--- config.mk ---
export PLATFORM = sky130hd
export DESIGN_NAME = plusarg_timeout_ctrl_flat
export DESIGN_NICKNAME = d
export VERILOG_FILES = /design/src/rtl/plusarg_timeout_ctrl_pkg.sv /design/src/rtl/plusarg_timeout_ctrl_if.sv /design/src/rtl/plusarg_timeout_ctrl_tick.sv /design/src/rtl/plusarg_timeout_ctrl.sv /design/src/flat_wrapper.sv
export SDC_FILE = /design/constraint.sdc
export NUM_CORES = 1
export LEC_CHECK = 0
export CAP_MARGIN = 20
export CORE_MARGIN = 2
export CORE_UTILIZATION = 49
export CTS_BUF_LIST = sky130_fd_sc_hd__clkbuf_4
export DETAILED_ROUTE_END_ITERATION = 16
export PLACE_DENSITY = 0.83
export SYNTH_ARGS = -nofsm -noshare
export SYNTH_HDL_FRONTEND = slang
export SYNTH_SLANG_ARGS = --single-unit
--- constraint.sdc ---
create_clock -name clock -period 3.1 [get_ports clock]
set_input_delay 0.62 -clock clock [delete_from_list [all_inputs] [get_ports clock]]
set_output_delay 0.62 -clock clock [all_outputs]
set_load 0.005 [all_outputs]
--- src/rtl/plusarg_timeout_ctrl_pkg.sv ---
// Shared types and constants for the plusarg cycle-limit watchdog.
package plusarg_timeout_pkg;

  typedef enum logic [1:0] {
    IDLE    = 2'd0,
    RUN     = 2'd1,
    PAUSED  = 2'd2,
    EXPIRED = 2'd3
  } state_t;

  localparam int unsigned LIMIT_DISABLED = 0;

endpackage

--- src/rtl/plusarg_timeout_ctrl_if.sv ---
// Runtime limit-override write port (valid/ready).
interface plusarg_timeout_ctrl_if #(
  parameter int WIDTH = 32
);
  logic             wr_valid;
  logic             wr_ready;
  logic [WIDTH-1:0] wr_limit;

  modport master (output wr_valid, output wr_limit, input  wr_ready);
  modport slave  (input  wr_valid, input  wr_limit, output wr_ready);
endinterface

--- src/rtl/plusarg_timeout_ctrl_tick.sv ---
// Count-enable tick source; a 2^PRESCALE_LOG2 prescaler when
// PLUSARG_TIMEOUT_PRESCALE_EN is defined, otherwise a constant tick.
module plusarg_timeout_tick #(
  parameter int PRESCALE_LOG2 = 4
) (
  input  logic clock,
  input  logic reset,
  input  logic clear,
  input  logic enable,
  output logic tick
);

`ifdef PLUSARG_TIMEOUT_PRESCALE_EN
  logic [PRESCALE_LOG2-1:0] pre;

  // Prescaler only advances while counting, so a pause freezes its phase.
  always_ff @(posedge clock) begin
    if (reset || clear) begin
      pre <= '0;
    end else if (enable) begin
      pre <= pre + PRESCALE_LOG2'(1);
    end
  end

  assign tick = enable && (pre == '1);
`else
  localparam int unused_prescale = PRESCALE_LOG2;
  logic unused_in;
  assign unused_in = &{1'b0, clock, reset, clear, enable};
  assign tick = 1'b1;
`endif

endmodule

--- src/rtl/plusarg_timeout_ctrl.sv ---
// Cycle-limit watchdog: limit latched from cfg_limit during reset, runtime
// override via write port. Optional prescaler: PLUSARG_TIMEOUT_PRESCALE_EN.
module plusarg_timeout_ctrl
  import plusarg_timeout_pkg::*;
#(
  parameter int WIDTH         = 32,
  parameter int PRESCALE_LOG2 = 4
) (
  input  logic                   clock,
  input  logic                   reset,
  input  logic [31:0]            cfg_limit,
  plusarg_timeout_ctrl_if.slave  wr,
  input  logic                   kick,
  input  logic                   pause,
  output logic [WIDTH-1:0]       count,
  output state_t                 state,
  output logic                   timeout,
  output logic                   expired
);

  if (WIDTH < 8 || WIDTH > 32) begin : g_bad_width
    $error("plusarg_timeout_ctrl: WIDTH must be within 8..32");
  end

  logic [WIDTH-1:0] limit_q;
  logic [WIDTH-1:0] cfg_w;
  logic [WIDTH-1:0] count_inc;
  logic             wr_fire;
  logic             tick;
  logic             at_limit;

  assign cfg_w       = cfg_limit[WIDTH-1:0];
  assign wr.wr_ready = !reset;
  assign wr_fire     = wr.wr_valid && !reset;
  assign count_inc   = count + WIDTH'(1);
  assign at_limit    = tick && (count_inc == limit_q);

  plusarg_timeout_tick #(
    .PRESCALE_LOG2 (PRESCALE_LOG2)
  ) u_tick (
    .clock  (clock),
    .reset  (reset),
    .clear  (wr_fire || kick),
    .enable (state == RUN),
    .tick   (tick)
  );

  // Priority: reset, accepted write, kick, expiry, pause.
  always_ff @(posedge clock) begin
    timeout <= 1'b0;
    if (reset) begin
      limit_q <= cfg_w;
      count   <= '0;
      expired <= 1'b0;
      state   <= (cfg_w != WIDTH'(LIMIT_DISABLED)) ? RUN : IDLE;
    end else if (wr_fire) begin
      limit_q <= wr.wr_limit;
      count   <= '0;
      expired <= 1'b0;
      state   <= (wr.wr_limit != WIDTH'(LIMIT_DISABLED)) ? RUN : IDLE;
    end else begin
      unique case (state)
        IDLE: begin
          count <= '0;
        end
        RUN: begin
          if (kick) begin
            count <= '0;
          end else if (at_limit) begin
            count   <= limit_q;
            timeout <= 1'b1;
            expired <= 1'b1;
            state   <= EXPIRED;
          end else if (pause) begin
            state <= PAUSED;
          end else if (tick) begin
            count <= count_inc;
          end
        end
        PAUSED: begin
          if (kick) begin
            count <= '0;
          end else if (!pause) begin
            state <= RUN;
          end
        end
        EXPIRED: begin
          if (kick) begin
            count   <= '0;
            expired <= 1'b0;
            state   <= RUN;
          end
        end
        default: state <= IDLE;
      endcase
    end
  end

endmodule

--- src/flat_wrapper.sv ---
// flat-port wrapper written by rule: the top's interface ports become plain ports
module plusarg_timeout_ctrl_flat import plusarg_timeout_pkg::*;
#(
  parameter int WIDTH         = 32,
  parameter int PRESCALE_LOG2 = 4
)
  (clock, reset, cfg_limit, kick, pause, count, state, timeout, expired, wr_wr_valid, wr_wr_limit, wr_wr_ready);
  plusarg_timeout_ctrl_if #(.WIDTH(WIDTH)) wr_i ();
  input  logic clock;
  input  logic reset;
  input  logic [31:0] cfg_limit;
  input  logic kick;
  input  logic pause;
  output logic [WIDTH-1:0] count;
  output state_t state;
  output logic timeout;
  output logic expired;
  input wire logic [$bits(wr_i.wr_valid)-1:0] wr_wr_valid;
  input wire logic [$bits(wr_i.wr_limit)-1:0] wr_wr_limit;
  output wire logic [$bits(wr_i.wr_ready)-1:0] wr_wr_ready;
  assign wr_i.wr_valid = wr_wr_valid;
  assign wr_i.wr_limit = wr_wr_limit;
  assign wr_wr_ready = wr_i.wr_ready;
  plusarg_timeout_ctrl #(.WIDTH(WIDTH), .PRESCALE_LOG2(PRESCALE_LOG2)) u_core (.clock(clock), .reset(reset), .cfg_limit(cfg_limit), .wr(wr_i), .kick(kick), .pause(pause), .count(count), .state(state), .timeout(timeout), .expired(expired));
endmodule
Word level (Yosys, flattened, before mapping)
Index checks and enable logic that the tools add are counted.

Add/sub/neg operators: 1. Equality and inequality tests: 14. Muxes and demuxes: 23. Bitwise operators: 1. Reductions and logical operators: 14.

Operators by type and width (number): two-way mux 32 bit (6); one-hot mux 32 bit (3 select lines) (1); nonzero test 32 bit (2); adder 32 x 1 -> 32 bit, second input constant (1); == test 32 bit (1); != test 4 x 3 -> 1 bit, second input constant (5); two-way mux 2 bit (8); two-way mux 1 bit (6); one-hot mux 2 bit (3 select lines) (1); AND reduction 6 bit (1); != test 5 x 3 -> 1 bit, second input constant (1); nonzero test 5 bit (1); == test 2 bit, second input constant (2); != test 2 x 1 -> 1 bit, second input constant (2); != test 2 bit, second input constant (2); AND reduction 4 bit (1); nonzero test 2 bit (2); OR reduction 2 bit (2); OR reduction 4 bit (1); == test 2 x 1 -> 1 bit, second input constant (1); logical NOT 2 bit (1); one-hot mux 1 bit (2 select lines) (1); AND reduction 2 bit (1); logical AND 1 bit (1); 2 further kinds (2).

Bits in registers: 68. Word-level logic and storage cells: 58.

Depth between registers and ports, before layout
Gate-level depths: netlist (run 1).

Word-level depth: 7. Depth in mapped cells: 12. Depth with buffers taken out: 10.

By module
A second synthesis (run 1) with hierarchy kept.

Cell total of the unflattened synthesis: 563. Area, all modules: 4902.2 sq um.

Modules (own cells, without submodules): plusarg_timeout_ctrl (times used 1, cells each 561, area an instance 4890.9 sq um); plusarg_timeout_tick (times used 1, cells each 2, area an instance 11.3 sq um).

Worst setup path before layout (run 1)
No wires, ideal clock.

Kind: reg2reg. Start point: reg u_core.count[4]. End point: reg u_core.count[20]. Data arrival time: 3.092 ns. Path slack: -0.112 ns. Stages on the path, launching flop included: 13. Path buffers: 3. Cells stage by stage: dfxtp_1 -> buf_2 -> nand4_1 -> or4_4 -> buf_6 -> xnor2_1 -> o311ai_0 -> nor4_1 -> nand4_1 -> or4_4 -> buf_6 -> and4b_1 -> a211o_1.

Longest elaborated chain between the ends: 5. Elaborated cells between the ends (all ways): 8. Classes of those cells: 1 x add/sub; 2 x eq/ne; 4 x mux; 1 x reduce/logical.

RTL lines: start, declared (line plusarg_timeout_ctrl.sv:15) `output logic [WIDTH-1:0] count,`; start signal, assigned (line plusarg_timeout_ctrl.sv:70) `count <= limit_q;`; start signal, assigned (line plusarg_timeout_ctrl.sv:77) `count <= count_inc;`; adder 32 x 1 -> 32 bit * (line plusarg_timeout_ctrl.sv:35) `assign count_inc = count + WIDTH'(1);`; == test 32 bit / two-way mux 32 bit (equally long branches) (line plusarg_timeout_ctrl.sv:36, plusarg_timeout_ctrl.sv:74); two-way mux 32 bit (line plusarg_timeout_ctrl.sv:69) `end else if (at_limit) begin`; two-way mux 32 bit (line plusarg_timeout_ctrl.sv:67) `if (kick) begin`; one-hot mux 32 bit (3 select lines) (line plusarg_timeout_ctrl.sv:62) `unique case (state)`.

Mark *: on every way between the ends. The rest lies on a longest branch, timed or not. The select of a mux whose other input is x is not followed. A chain may end at the register's enable or synchronous reset.

Final worst setup path (run 1)
Start point: reg u_core.count[11]. End point: reg u_core.count[5].

Longest elaborated chain between the ends: 5. Elaborated cells between the ends (all ways): 7. Classes of those cells: 1 x add/sub; 2 x eq/ne; 3 x mux; 1 x reduce/logical.

RTL lines: adder 32 x 1 -> 32 bit * (line plusarg_timeout_ctrl.sv:35); == test 32 bit * (line plusarg_timeout_ctrl.sv:36) `assign at_limit = tick && (count_inc == limit_q);`; two-way mux 32 bit (line plusarg_timeout_ctrl.sv:69); two-way mux 32 bit (line plusarg_timeout_ctrl.sv:67); one-hot mux 32 bit (3 select lines) (line plusarg_timeout_ctrl.sv:62).

Mark *: on every way between the ends. The rest lies on a longest branch, timed or not.

==> results.py, run 1 <==
metrics = {
    "setup_path": {
        "r2r_cells": 11,
        "cp_max_fo": 8,
        "end_kind": "flop",
        "reg2reg_from": "u_core.count[11]$_SDFFE_PP0P_",
        "worstSetupPathType": "reg -> reg",
        "required_ns": 3.42,
        "crit_arrival_ns": 3.63,
        "cp-startpoint": "u_core.count[11]$_SDFFE_PP0P_",
        "rrSetupSlack_ns": -0.21,
        "endpoint": "u_core.count[5]$_SDFFE_PP0P_",
        "r2r_end": "u_core.count[5]$_SDFFE_PP0P_",
        "start_kind": "flop",
    },
    "timing": {
        "fmax_mhz": 302,
        "finalMaxSlewViolations": 0,
        "worst_slew_pin_slew_ns": 0.525,
        "hold_slack_ns": 0.538,
        "rsz0062_at_grt": "yes",
        "finalCriticalPeriod_ns": 3.31,
        "setup_tns_ns": -3.24,
        "skew_ns": 0.0264,
        "hold_viol_final": 0,
        "max_slew_margin": 0.649,
        "fin_crit_sh": 1.07,
        "setup_viol": 29,
        "fin_ws_ns": -0.207,
    },
    "layout": {
        "num-nets-final": 908,
        "fillers": 620,
        "instances_no_fill": 980,
        "synthToLayoutAreaGrowth_pct": 60.8,
        "final_core_util": 0.807,
        "layout-drive-gt1-share": 0.358,
    },
    "yosys": {
        "synthAdderAreaFrac": 0.00244,
        "ys_seq_area_frac": 0.332,
        "syn-instance-count": 592,
        "yosys.area.top_type": "edfxtp_1",
        "syn_area_sq_um": 5130,
        "ys.flop_type": "edfxtp_1",
        "synth-seq-cells": 68,
        "ys_top_cells_by_count": "nand2_1, nor2_1, dfxtp_1, edfxtp_1, mux2_2",
        "async_flop_share": 0,
        "syn-num-nets": 662,
        "netlist.area_leader.share": 0.199,
        "synth_compound_gate_area_share": 0.155,
        "synth_edf_count": 34,
        "synthSimpleGateAreaFrac": 0.297,
        "synth_top_family_by_area": "simple AND/OR/NAND/NOR gates",
        "synth_cell_type_count": 66,
        "ys_warn_count": 0,
        "yosysMostFrequentCell": "nand2_1",
        "muxShareOfSynthArea": 0.0980,
        "syn-mean-instance-area_sq_um": 8.67,
        "synth_xor_area_frac": 0.0734,
        "synth_area_leaders": "edfxtp_1, dfxtp_1, mux2_2, nand2_1, xnor2_1",
    },
    "placement": {
        "hpwl_um": 15600,
        "place_inst": 932,
        "portBuffers": 105,
        "place_ws_ns": -0.384,
        "gp_congestion": 1.01,
    },
    "hold_path": {
        "holdPathStages": 2,
        "hold_class": "reg -> reg",
    },
    "clocking": {
        "cts_hold_buf": 0,
        "htree_levels": 3,
        "clock-root-buffer": "clkbuf_4",
        "insertion_delay_ns": 0.44,
        "numCtsBuffers": 9,
        "clkTransAtPathRegs_ns": 0.14,
        "clk_path_buf_depth": 2,
        "clock_sinks": 68,
        "cts_tree": "done",
    },
    "routing": {
        "first_pass_iters": 9,
        "viasPerCell": 6.37,
        "wl_per_cell_um": 22.2,
        "via_count": 6244,
        "ant_nets": 0,
        "first_iter_violations": 615,
        "drcViolationCount": 0,
        "routed_wirelength_um": 21800,
    },
    "pwr": {
        "ir_worst_vdd_v": 0.000218,
        "p_sw_w": 0.000663,
        "p_per_area_nw_per_um2": 251,
        "p_sw_frac": 0.321,
        "p_seq_frac": 0.514,
        "share_comb_of_total_power": 0.219,
        "clkPwrFrac": 0.266,
        "p_leak_nw": 3.32,
        "intPower_w": 0.00141,
    },
    "floorplanning": {
        "top_level_ports": 106,
        "die_area_sq_um": 11300,
        "start_util": 0.502,
        "die_y_um": 106,
        "dieWidth_um": 106,
        "rows": 37,
        "coreArea_sq_um": 10200,
    },
    "outcome": {
        "violations": "negative setup slack",
        "status": "complete, but fails checks",
    },
    "grt": {
        "grt_max_degree": 35,
        "gr-total-overflow": 0,
        "antenna_found_initial": 1,
        "grt_pass1_vias": 6212,
        "grt_pass1_wl_um": 32200,
        "grt_use_total": 0.371,
    },
    "job": {
        "drv_cap": 0,
    },
}
-- through the flow --
stage               cell area, sq um  total power (W)
finish                          8250          0.00207
global route                    8250          0.00212
CTS                             7980          0.00202
detailed placement              7330          0.00147
global placement                7330          0.00146
floorplan                       5220          0.00125
-- cells by family (layout without fill, tap and decap cells) --
kind of cell	after synthesis	count (layout)
other	0	1
muxes	46	46
xor gates and xnor gates	43	43
adders and majority gates	1	1
buffers and inverters	50	299
and+or+nand+nor	272	273
DFF	68	68
AOI/OAI and AO/OA	112	113
-- cell type report --
class                           count  area (sq um)  area share
Clock inverter                      7          50.0     0.00606
Timing Repair Buffer              274          2510       0.305
Antenna cell                        1          2.50    0.000303
Tap cell                          136           170      0.0206
Inverter                            9          33.8     0.00409
Multi-Input combinational cell    476          3680       0.446
Sequential cell                    68          1730       0.210
Clock buffer                        9          67.6     0.00819
-- worst min path at each step --
| stage | from | to | slack [ns] |
|---|---|---|---|
| 2_1_floorplan | u_core.expired$_SDFFE_PP0P_ | u_core.expired$_SDFFE_PP0P_ | 0.47 |
| 3_3_place_gp | u_core.expired$_SDFFE_PP0P_ | u_core.expired$_SDFFE_PP0P_ | 0.46 |
| 3_5_place_dp | u_core.expired$_SDFFE_PP0P_ | u_core.expired$_SDFFE_PP0P_ | 0.49 |
| 4_1_cts | u_core.expired$_SDFFE_PP0P_ | u_core.expired$_SDFFE_PP0P_ | 0.51 |
| 5_1_grt | u_core.expired$_SDFFE_PP0P_ | u_core.expired$_SDFFE_PP0P_ | 0.57 |
| 6_report | u_core.expired$_SDFFE_PP0P_ | u_core.expired$_SDFFE_PP0P_ | 0.54 |
-- flip-flops by register name (all words and copies together) (netlist names) --
register,count
u_core.state,2
u_core.count,32
u_core.limit_q,32
u_core.expired,1
u_core.timeout,1
-- cells in the final DEF, fill, tap and decap left out, types with 4 or more instances in the layout --
master,count
nor4_1,23
nor2_1,33
and2_1,5
nand2_1,53
inv_1,9
or4_1,8
or4_4,7
nor3_1,13
mux2_2,32
o21ai_1,8
xnor2_1,21
or3_1,12
buf_6,21
o21ai_0,14
nor2b_1,5
nand4_1,19
dfxtp_4,5
a21oi_1,14
o31ai_1,4
a21o_1,11
nand3b_1,5
clkbuf_4,9
buf_4,139
and3_1,14
dfxtp_1,19
mux2i_1,12
buf_12,7
a22o_1,4
and4_1,5
nand3_1,24
nor3_2,4
o21ai_2,6
a211o_1,9
edfxtp_1,34
clkdlybuf4s50_1,105
dfxtp_2,10
xor2_1,20
-- routing by layer --
layer / vias to the layer above / share of wire / global-route usage
li1: 2761 / - / -
met1: 2955 / 0.38 / 0.475
met2: 453 / 0.47 / 0.607
met3: 75 / 0.11 / 0.0693
met4: 0 / 0.039 / 0.172
met5: - / 0 / 0
-- power by group through the flow --
stage / sequential, W / clock (W) / combinational (W)
global placement: 0.00108 / 0 / 0.000380
CTS: 0.00106 / 0.000542 / 0.000419
floorplan: 0.00105 / 0 / 0.000191
finish: 0.00106 / 0.000551 / 0.000454
detailed placement: 0.00108 / 0 / 0.000388
global route: 0.00107 / 0.000579 / 0.000479
-- worst max-delay path, cell delays in order (launching register included) --
cell,delay (ns)
dfxtp_4,0.39
buf_4,0.11
nand4_2,0.15
or3_1,0.41
or4_4,0.56
xor2_1,0.17
nor4_2,0.16
nand4_1,0.19
or4_4,0.56
buf_4,0.18
mux2i_1,0.14
a21o_1,0.17
-- what timing repair did --
item,CTS,global route
setup endpoints to repair,36,36
pin swaps,27,23
hold endpoints to repair,0,0
cloned,4,0
buffers inserted,20,10
resized for setup,70,52
Note: power is estimated with default switching activity, not from simulation.
==> inputs of run 2 (changes only) <==
- CORE_UTILIZATION: 49 -> 54
- PLACE_DENSITY: 0.83 -> 0.87
- clock period: 3.1 -> 3.53 ns (I/O delays scaled with it)
==> run 2 against run 1 <==
Effect of this change:
- the flow still finishes with violations (negative setup slack)
- cell count shrank 8.4%
- non-clock buffer count is 74 lower
- via count down 4.9%
- sequential power shrank 12%
- register-to-register slack gained 0.20 ns
- first-iteration DRC count is 8.3% higher
- hold slack worse by 0.039 ns
- global-route usage grew 0.78 points
- clock power fell by 2%
- worst setup slack better by 0.20 ns
- core utilization fell by 2.1 points
- largest cell class unchanged
- largest power group unchanged
- highest routed layer unchanged
==> results.py, run 2 (synthesis results as in run 1) <==
metrics = {
    "outcome": {
        "status": "complete, but fails checks",
        "violations": "negative setup slack",
    },
    "grt": {
        "gr-total-overflow": 0,
        "grt_pass1_wl_um": 29900,
        "antenna_found_initial": 0,
        "grt_use_total": 0.379,
        "grt_pass1_vias": 5618,
        "grt_max_degree": 35,
    },
    "placement": {
        "place_inst": 868,
        "hpwl_um": 14800,
        "gp_congestion": 0.966,
        "portBuffers": 105,
        "place_ws_ns": -0.0323,
    },
    "pwr": {
        "ir_worst_vdd_v": 0.000208,
        "p_per_area_nw_per_um2": 252,
        "p_leak_nw": 2.75,
        "p_total_w": 0.00183,
    },
    "timing": {
        "worst_slew_pin_slew_ns": 0.672,
        "rsz0062_at_grt": "yes",
        "fin_crit_sh": 1.00,
        "fmax_mhz": 283,
        "hold_viol_final": 0,
        "fin_ws_ns": -0.00483,
        "setup_viol": 2,
        "hold_slack_ns": 0.498,
        "max_slew_margin": 0.548,
        "skew_ns": 0.0178,
        "finalCriticalPeriod_ns": 3.53,
        "finalMaxSlewViolations": 0,
    },
    "setup_path": {
        "end_kind": "flop",
        "cp_max_fo": 5,
        "required_ns": 3.87,
        "start_kind": "flop",
        "worstSetupPathType": "reg -> reg",
        "crit_arrival_ns": 3.87,
    },
    "layout": {
        "num-nets-final": 834,
        "synthToLayoutAreaGrowth_pct": 41.5,
        "layout-drive-gt1-share": 0.250,
        "final_core_util": 0.786,
        "layout_commonest_cell": "clkdlybuf4s50_1",
        "num_antenna_cells": 0,
        "instances_no_fill": 898,
        "final_cell_mix": "clkdlybuf4s50_1, buf_4, nand2_1",
        "top_regs": "u_core.count (32), u_core.limit_q (32), u_core.state (2)",
        "fillers": 609,
    },
    "floorplanning": {
        "die_y_um": 101,
        "start_util": 0.555,
        "dieWidth_um": 101,
        "top_level_ports": 106,
        "rows": 35,
        "die_area_sq_um": 10300,
        "coreArea_sq_um": 9240,
    },
    "routing": {
        "drcViolationCount": 0,
        "via_count": 5938,
        "routed_wirelength_um": 19900,
        "wl_per_cell_um": 22.2,
        "ant_nets": 0,
        "viasPerCell": 6.61,
        "first_pass_iters": 8,
        "first_iter_violations": 666,
    },
    "clocking": {
        "htree_levels": 3,
        "clock-root-buffer": "clkbuf_4",
        "clkTransAtPathRegs_ns": 0.13,
        "clk_path_buf_depth": 2,
        "clock_sinks": 68,
        "insertion_delay_ns": 0.43,
        "numCtsBuffers": 9,
        "cts_tree": "done",
        "cts_hold_buf": 0,
    },
    "hold_path": {
        "hold_class": "reg -> reg",
    },
    "job": {
        "drv_cap": 0,
    },
}
[run 2: worst max-delay path, stage by stage, from the launching register on]
cell and delay [ns]:
dfxtp_2 0.38, nand4_1 0.14, buf_4 0.17, or4_1 0.57
or2_1 0.26, buf_4 0.17, a211oi_1 0.22, and3_1 0.18
nand4_1 0.21, buf_4 0.21, or4_4 0.49, and4b_1 0.22
a211o_1 0.22
[run 2: repair_timing]
action | CTS | global route
buffers inserted | 1 | 10
hold endpoints to repair | 0 | 0
pin swaps | 2 | 16
gates cloned | 0 | 3
setup endpoints to repair | 7 | 32
resized for setup | 4 | 54
[run 2: power by group]
part / internal [W] / switching [W] / total (W)
combinational: 0.000184 / 0.000173 / 0.000357
sequential: 0.000881 / 0.0000540 / 0.000935
clock: 0.000224 / 0.000317 / 0.000541
[run 2: final timing paths]
check	depth (start not counted)	slack (ns)	to	start
setup / recovery	12	-0.005	u_core.count[2]$_SDFFE_PP0P_	u_core.count[2]$_SDFFE_PP0P_
hold / removal	2	0.50	u_core.expired$_SDFFE_PP0P_	u_core.expired$_SDFFE_PP0P_
setup reg to reg	12	-0.005	u_core.count[2]$_SDFFE_PP0P_	u_core.count[2]$_SDFFE_PP0P_
hold reg to reg	2	0.50	u_core.expired$_SDFFE_PP0P_	u_core.expired$_SDFFE_PP0P_
[run 2: layer usage]
layer  GRT usage  vias up  part of all wire
li1            -     2618                 -
met1       0.511     2791              0.39
met2       0.617      451              0.46
met3      0.0787       78              0.12
met4       0.113        0             0.033
met5           0        -                 0
[run 2: final cells by class]
type,count,area (sq um),area share
clock buffers,10,75.1,0.0103
clock inverters,6,65.1,0.00896
inverters,9,33.8,0.00465
multi-input cells,476,3400,0.468
flip-flops and latches,68,1710,0.236
well taps,129,161,0.0222
repair buffers,200,1810,0.249
[run 2: stage by stage]
stage / TNS [ns] / cell area (sq um)
after floorplan: 0 / 5130
after global placement: -0.0966 / 6790
after detailed placement: -0.130 / 6790
after CTS: 0 / 6960
after global routing: -0.472 / 7260
final: -0.00966 / 7260
==> edit 1, RTL diff (flow settings as in run 2) <==
Register the input `cfg_limit` before use, without a reset. The logic sees it one clock later. The other inputs are not delayed to match. Comments in the files are not updated.
--- a/src/rtl/plusarg_timeout_ctrl.sv
+++ b/src/rtl/plusarg_timeout_ctrl.sv
@@ -18,6 +18,12 @@
   output logic                   expired
 );
 
+  logic [31:0] cfg_limit_q;
+
+  always_ff @(posedge clock) begin
+    cfg_limit_q <= cfg_limit;
+  end
+
   if (WIDTH < 8 || WIDTH > 32) begin : g_bad_width
     $error("plusarg_timeout_ctrl: WIDTH must be within 8..32");
   end
@@ -29,7 +35,7 @@
   logic             tick;
   logic             at_limit;
 
-  assign cfg_w       = cfg_limit[WIDTH-1:0];
+  assign cfg_w       = cfg_limit_q[WIDTH-1:0];
   assign wr.wr_ready = !reset;
   assign wr_fire     = wr.wr_valid && !reset;
   assign count_inc   = count + WIDTH'(1);
Check against the original RTL: not equivalent (a bounded check fails within 4 cycles, from zero or initial values).
==> edit 1 against run 2 <==
- final cell count is 14% lower
- sequential power is 39% higher
- area after synthesis is 0.73% lower
- routed wire length is 20% lower
- sequential cell count is 32 higher
- worst setup slack better by 0.12 ns
- total power is 18% higher
- via count is 18% lower
- final area is 6.3% lower
- critical endpoint is now u_core.state[1]$_SDFFCE_PP0P_
==> edit 1: results (changes against run 2) <==
* Placer Congestion at 0.9629 (was 0.9662)
* Ranking of synthesized cells by area: dfxtp_1 26%, edfxtp_1 20%, mux2_2 7.3% (was edfxtp_1 20%, dfxtp_1 13%, mux2_2 7.5%)
* Slowest cell on crit path: or3_4 (was or4_1)
* Largest net degree at the start of global routing at 36 (was 35)
* Worst IR Drop VDD at 0.2393 mV (was 0.2081 mV)
* PostCTS Resize Cnt at 0 (was 4)
* Largest regs: u_core.cfg_limit_q x32, u_core.count x32, u_core.limit_q x32 (was u_core.count x32, u_core.limit_q x32, u_core.state x2)
* Static leakage at 0.002428 uW (was 0.002752 uW)
* All-Layer GR Usage at 31.43% (was 37.93%)
* Distinct cell type count after synthesis at 63 (was 66)
* CP peak stage delay at 0.46 ns (was 0.57 ns)
* Post-layout nets at 730 (was 834)
* Sequential share of power at 60.4% (was 51.0%)
* Setup WS pre-CTS at 0.02075 ns (was -0.03233 ns)
* DRT iter0 DRCs at 351 (was 666)
* Dpl cell area at 6579 um2 (was 6794 um2)
* Worst skew pair latency at 0.48 ns (was 0.43 ns)
* Post-CTS Setup Inserts at 0 (was 1)
* Syn Area/Cell at 9.932 um2 (was 8.670 um2)
* Clk slew on worst S/H paths at 0.15 ns (was 0.13 ns)
* Wire length of the first global-routing pass at 24.51 mm (was 29.95 mm)
* Crit Path Max Fanout at 8 (was 5)
* Met1 WL at 6.224 mm (was 7.727 mm)
* Vias at 4841 (was 5938)
* Detail Placement HPWL at 12.18 mm (was 14.77 mm)
* Placed insts at 758 (was 868)
* Layout cells sized above 1 at 20.33% (was 24.97%)
* Grt met1 use at 39.04% (was 51.06%)
* Top cell types by occurrence after synthesis: 66 x dfxtp_1, 34 x edfxtp_1, 34 x nand2_1 (was 55 x nand2_1, 38 x nor2_1, 34 x dfxtp_1, 34 x edfxtp_1, 34 x mux2_2)
* Net Count, Synth at 583 (was 662)
* Met3 routed WL at 1.318 mm (was 2.349 mm)
* Met3 GRT Util at 7.937% (was 7.867%)
* Routed len/inst at 20.48 um (was 22.17 um)
* Met2 wire length at 7.745 mm (was 9.176 mm)
* CP Data Arrival Time at 3.56 ns (was 3.87 ns)
* Finished Layout Cells at 775 (was 898)
* Met2 usage at 52.62% (was 61.74%)
* Outcome: finished, final reports clean (was finished with violations)
* Slew headroom at 55.60% (was 54.77%)
-- edit 1: layout make-up --
cell class | instances | area, um2
Clock inverter | 6 | 57.56
Sequential cell | 100 | 2344
Multi-Input combinational cell | 375 | 2670
Timing Repair Buffer | 161 | 1475
Clock buffer | 9 | 67.56
Fill cell | 643 | 2395
Inverter | 13 | 48.80
Tap cell | 111 | 138.9
-- edit 1: path summary, 6_finish.rpt --
path | start | to | slack [ns] | depth (start not counted)
worst max-delay path | u_core.count[0]$_SDFFE_PP0P_ | u_core.state[1]$_SDFFCE_PP0P_ | 0.11 | 11
worst min-delay path | u_core.count[31]$_SDFFE_PP0P_ | u_core.count[31]$_SDFFE_PP0P_ | 0.52 | 1
worst max register to register | u_core.count[0]$_SDFFE_PP0P_ | u_core.state[1]$_SDFFCE_PP0P_ | 0.11 | 11
worst min register to register | u_core.count[31]$_SDFFE_PP0P_ | u_core.count[31]$_SDFFE_PP0P_ | 0.52 | 1
-- edit 1: worst register-to-register path, stage by stage, from the launching register on --
cell and delay, ns:
dfxtp_1 0.38, ha_2 0.22, nand3_4 0.14, or3_4 0.46, or3_1 0.43, and3_1 0.20, or3_4 0.40, nand3b_1 0.18
nor4_2 0.15, and2_1 0.18, nor2_1 0.05, o41ai_2 0.33
-- edit 1: cell families (layout without fill, tap and decap cells) --
| logic type | Yosys count | after routing | share of synthesized area (%) |
|---|---|---|---|
| DFF | 100 | 100 | 45.97 |
| and+or+nand+nor | 196 | 196 | 21.51 |
| AOI/OAI and AO/OA | 93 | 94 | 12.18 |
| muxes | 45 | 45 | 9.897 |
| xor gates and xnor gates | 39 | 39 | 6.704 |
| adders and majority gates | 1 | 1 | 0.2455 |
| buffers and inverters | 39 | 189 | 3.487 |
==> edit 2, RTL diff (config.mk and constraints of run 2) <==
Without the edit above. `WIDTH` is set to 32 in 3 places; all go to 16.
--- a/src/rtl/plusarg_timeout_ctrl_if.sv
+++ b/src/rtl/plusarg_timeout_ctrl_if.sv
@@ -1,6 +1,6 @@
 // Runtime limit-override write port (valid/ready).
 interface plusarg_timeout_ctrl_if #(
-  parameter int WIDTH = 32
+  parameter int WIDTH = 16
 );
   logic             wr_valid;
   logic             wr_ready;
--- a/src/rtl/plusarg_timeout_ctrl.sv
+++ b/src/rtl/plusarg_timeout_ctrl.sv
@@ -3,7 +3,7 @@
 module plusarg_timeout_ctrl
   import plusarg_timeout_pkg::*;
 #(
-  parameter int WIDTH         = 32,
+  parameter int WIDTH         = 16,
   parameter int PRESCALE_LOG2 = 4
 ) (
   input  logic                   clock,
--- a/src/flat_wrapper.sv
+++ b/src/flat_wrapper.sv
@@ -1,7 +1,7 @@
 // flat-port wrapper written by rule: the top's interface ports become plain ports
 module plusarg_timeout_ctrl_flat import plusarg_timeout_pkg::*;
 #(
-  parameter int WIDTH         = 32,
+  parameter int WIDTH         = 16,
   parameter int PRESCALE_LOG2 = 4
 )
   (clock, reset, cfg_limit, kick, pause, count, state, timeout, expired, wr_wr_valid, wr_wr_limit, wr_wr_ready);
Interface: changed (resized count and wr_wr_limit); port bits go from 106 to 74. The function was not compared with the original's and may differ.
==> edit 2 against run 2 <==
- die area down 43%
- count of clock-buffer cells in the layout shrank 5
- total power is 46% lower
- area after synthesis down 44%
- worst setup slack better by 0.28 ns
- critical path type unchanged
- clock power shrank 45%
- critical endpoint is now u_core.state[1]$_SDFFCE_PP0P_
- sequential power decreased by 48%
- routed wire length shrank 61%
- largest cell class unchanged
- sequential cell count decreased by 32
- hold slack gained 0.028 ns
- final area fell by 52%
==> edit 2: results (changes against run 2) <==
* Largest net degree at the start of global routing at 21 (was 35)
* Net Sw Power at 272.9 uW (was 544.2 uW)
* Distinct cell type count after synthesis at 76 (was 66)
* Post-layout nets at 403 (was 834)
* DRT iter0 DRCs at 275 (was 666)
* Skew final at 0.01864 ns (was 0.01776 ns)
* Detail Placement HPWL at 5.919 mm (was 14.77 mm)
* Setup WS pre-CTS at 0.3852 ns (was -0.03233 ns)
* TritonCTS Buffers at 5 (was 9)
* Mux contribution to synthesized area at 6.667% (was 9.800%)
* Largest regs: u_core.count x16, u_core.limit_q x16, u_core.state x2 (was u_core.count x32, u_core.limit_q x32, u_core.state x2)
* Synth Area in Compound Gates at 20.13% (was 15.46%)
* CP Data Arrival Time at 3.27 ns (was 3.87 ns)
* Synth Area in XOR/XNOR at 7.675% (was 7.338%)
* Worst IR Drop VDD at 0.1952 mV (was 0.2081 mV)
* PostCTS Resize Cnt at 0 (was 4)
* Crit Path Max Fanout at 13 (was 5)
* DR pass1 iterations at 5 (was 8)
* Adder-Cell Fraction of Synth Area at 0.4386% (was 0.2438%)
* PortBufs at 57 (was 105)
* Static leakage at 0.001168 uW (was 0.002752 uW)
* Layout cells sized above 1 at 17.14% (was 24.97%)
* Sequential area share after synthesis at 31.58% (was 33.15%)
* Top cell types by occurrence after synthesis: 24 x nand2_1, 18 x dfxtp_1, 18 x edfxtp_1 (was 55 x nand2_1, 38 x nor2_1, 34 x dfxtp_1, 34 x edfxtp_1, 34 x mux2_2)
* All-Layer GR Usage at 26.99% (was 37.93%)
* Net Count, Synth at 350 (was 662)
* Htree depth at 2 (was 3)
* Outcome: finished, final reports clean (was finished with violations)
* Post-CTS Setup Inserts at 0 (was 1)
* Vias in the first global route at 2721 (was 5618)
* Slew headroom at 58.12% (was 54.77%)
* Placer Congestion at 0.9366 (was 0.9662)
edit 2: cell types whose count changed in the layout (fill, tap and decap cells not counted), sizes merged, moves of 12 or more:
cell,before,now
nand2,55,25
edfxtp,34,18
nor4,29,12
o21ai,28,9
clkdlybuf4s50,105,57
mux2,34,16
nor2,38,12
dfxtp,34,18
buf,95,8
xor2,20,8
nand3,30,10
edit 2: worst paths after layout:
check / from / end / slack, ns / cells past startpoint
max: u_core.count[0]$_SDFFE_PP0P_ / u_core.state[1]$_SDFFCE_PP0P_ / 0.28 / 7
min: u_core.expired$_SDFFE_PP0P_ / u_core.expired$_SDFFE_PP0P_ / 0.53 / 1
max reg2reg: u_core.count[0]$_SDFFE_PP0P_ / u_core.state[1]$_SDFFCE_PP0P_ / 0.28 / 7
min reg2reg: u_core.expired$_SDFFE_PP0P_ / u_core.expired$_SDFFE_PP0P_ / 0.53 / 1
edit 2: layout make-up:
type / count / area (um2) / area share, %
multi-input cells: 234 / 1785 / 50.86
inverters: 7 / 26.28 / 0.7484
repair buffers: 65 / 630.6 / 17.96
flip-flops and latches: 36 / 900.9 / 25.66
clock inverters: 3 / 42.54 / 1.212
well taps: 70 / 87.58 / 2.495
clock buffers: 5 / 37.54 / 1.069
edit 2: per-layer routing:
| layer | GRT usage (%) | part of all wire, % | vias to the layer above |
|---|---|---|---|
| met5 | 0 | 0 | - |
| met4 | 15.27 | 3.8 | 0 |
| met3 | 4.471 | 8.4 | 35 |
| met2 | 44.65 | 49 | 190 |
| met1 | 33.28 | 39 | 1274 |
| li1 | - | - | 1257 |
edit 2: power by group through the flow:
stage          logic [uW]  clock network, uW  registers, uW
6_report              202                296            490
5_1_grt               217                316            493
4_1_cts               199                296            489
3_5_place_dp          197                  0            498
3_3_place_gp          193                  0            497
2_1_floorplan         120                  0            490
edit 2: logic make-up (layout without fill, tap and decap cells):
group / Yosys count / after routing
buffers and inverters: 26 / 80
xor gates and xnor gates: 25 / 25
muxes: 17 / 17
and+or+nand+nor: 120 / 120
adders and majority gates: 1 / 1
DFF: 36 / 36
AOI/OAI and AO/OA: 71 / 71
edit 2: per-stage QoR:
| step | total power (uW) | std cells | utilization, % | area (um2) |
|---|---|---|---|---|
| floorplan | 610.3 | 296 | - | 2853 |
| global placement | 690.8 | 412 | 67.17 | 3431 |
| detailed placement | 695.7 | 412 | 67.17 | 3431 |
| CTS | 984.0 | 420 | 68.74 | 3511 |
| global route | 1025 | 420 | 68.74 | 3511 |
| finish | 988.2 | 420 | 68.74 | 3511 |
edit 2: critical path, stage by stage (launching register included):
cell and delay, ns:
dfxtp_1 0.52, ha_1 0.36, and3_1 0.40, nand4_1 0.25, xnor2_1 0.40, and4_4 0.41
a31oi_1 0.15, o311ai_1 0.42
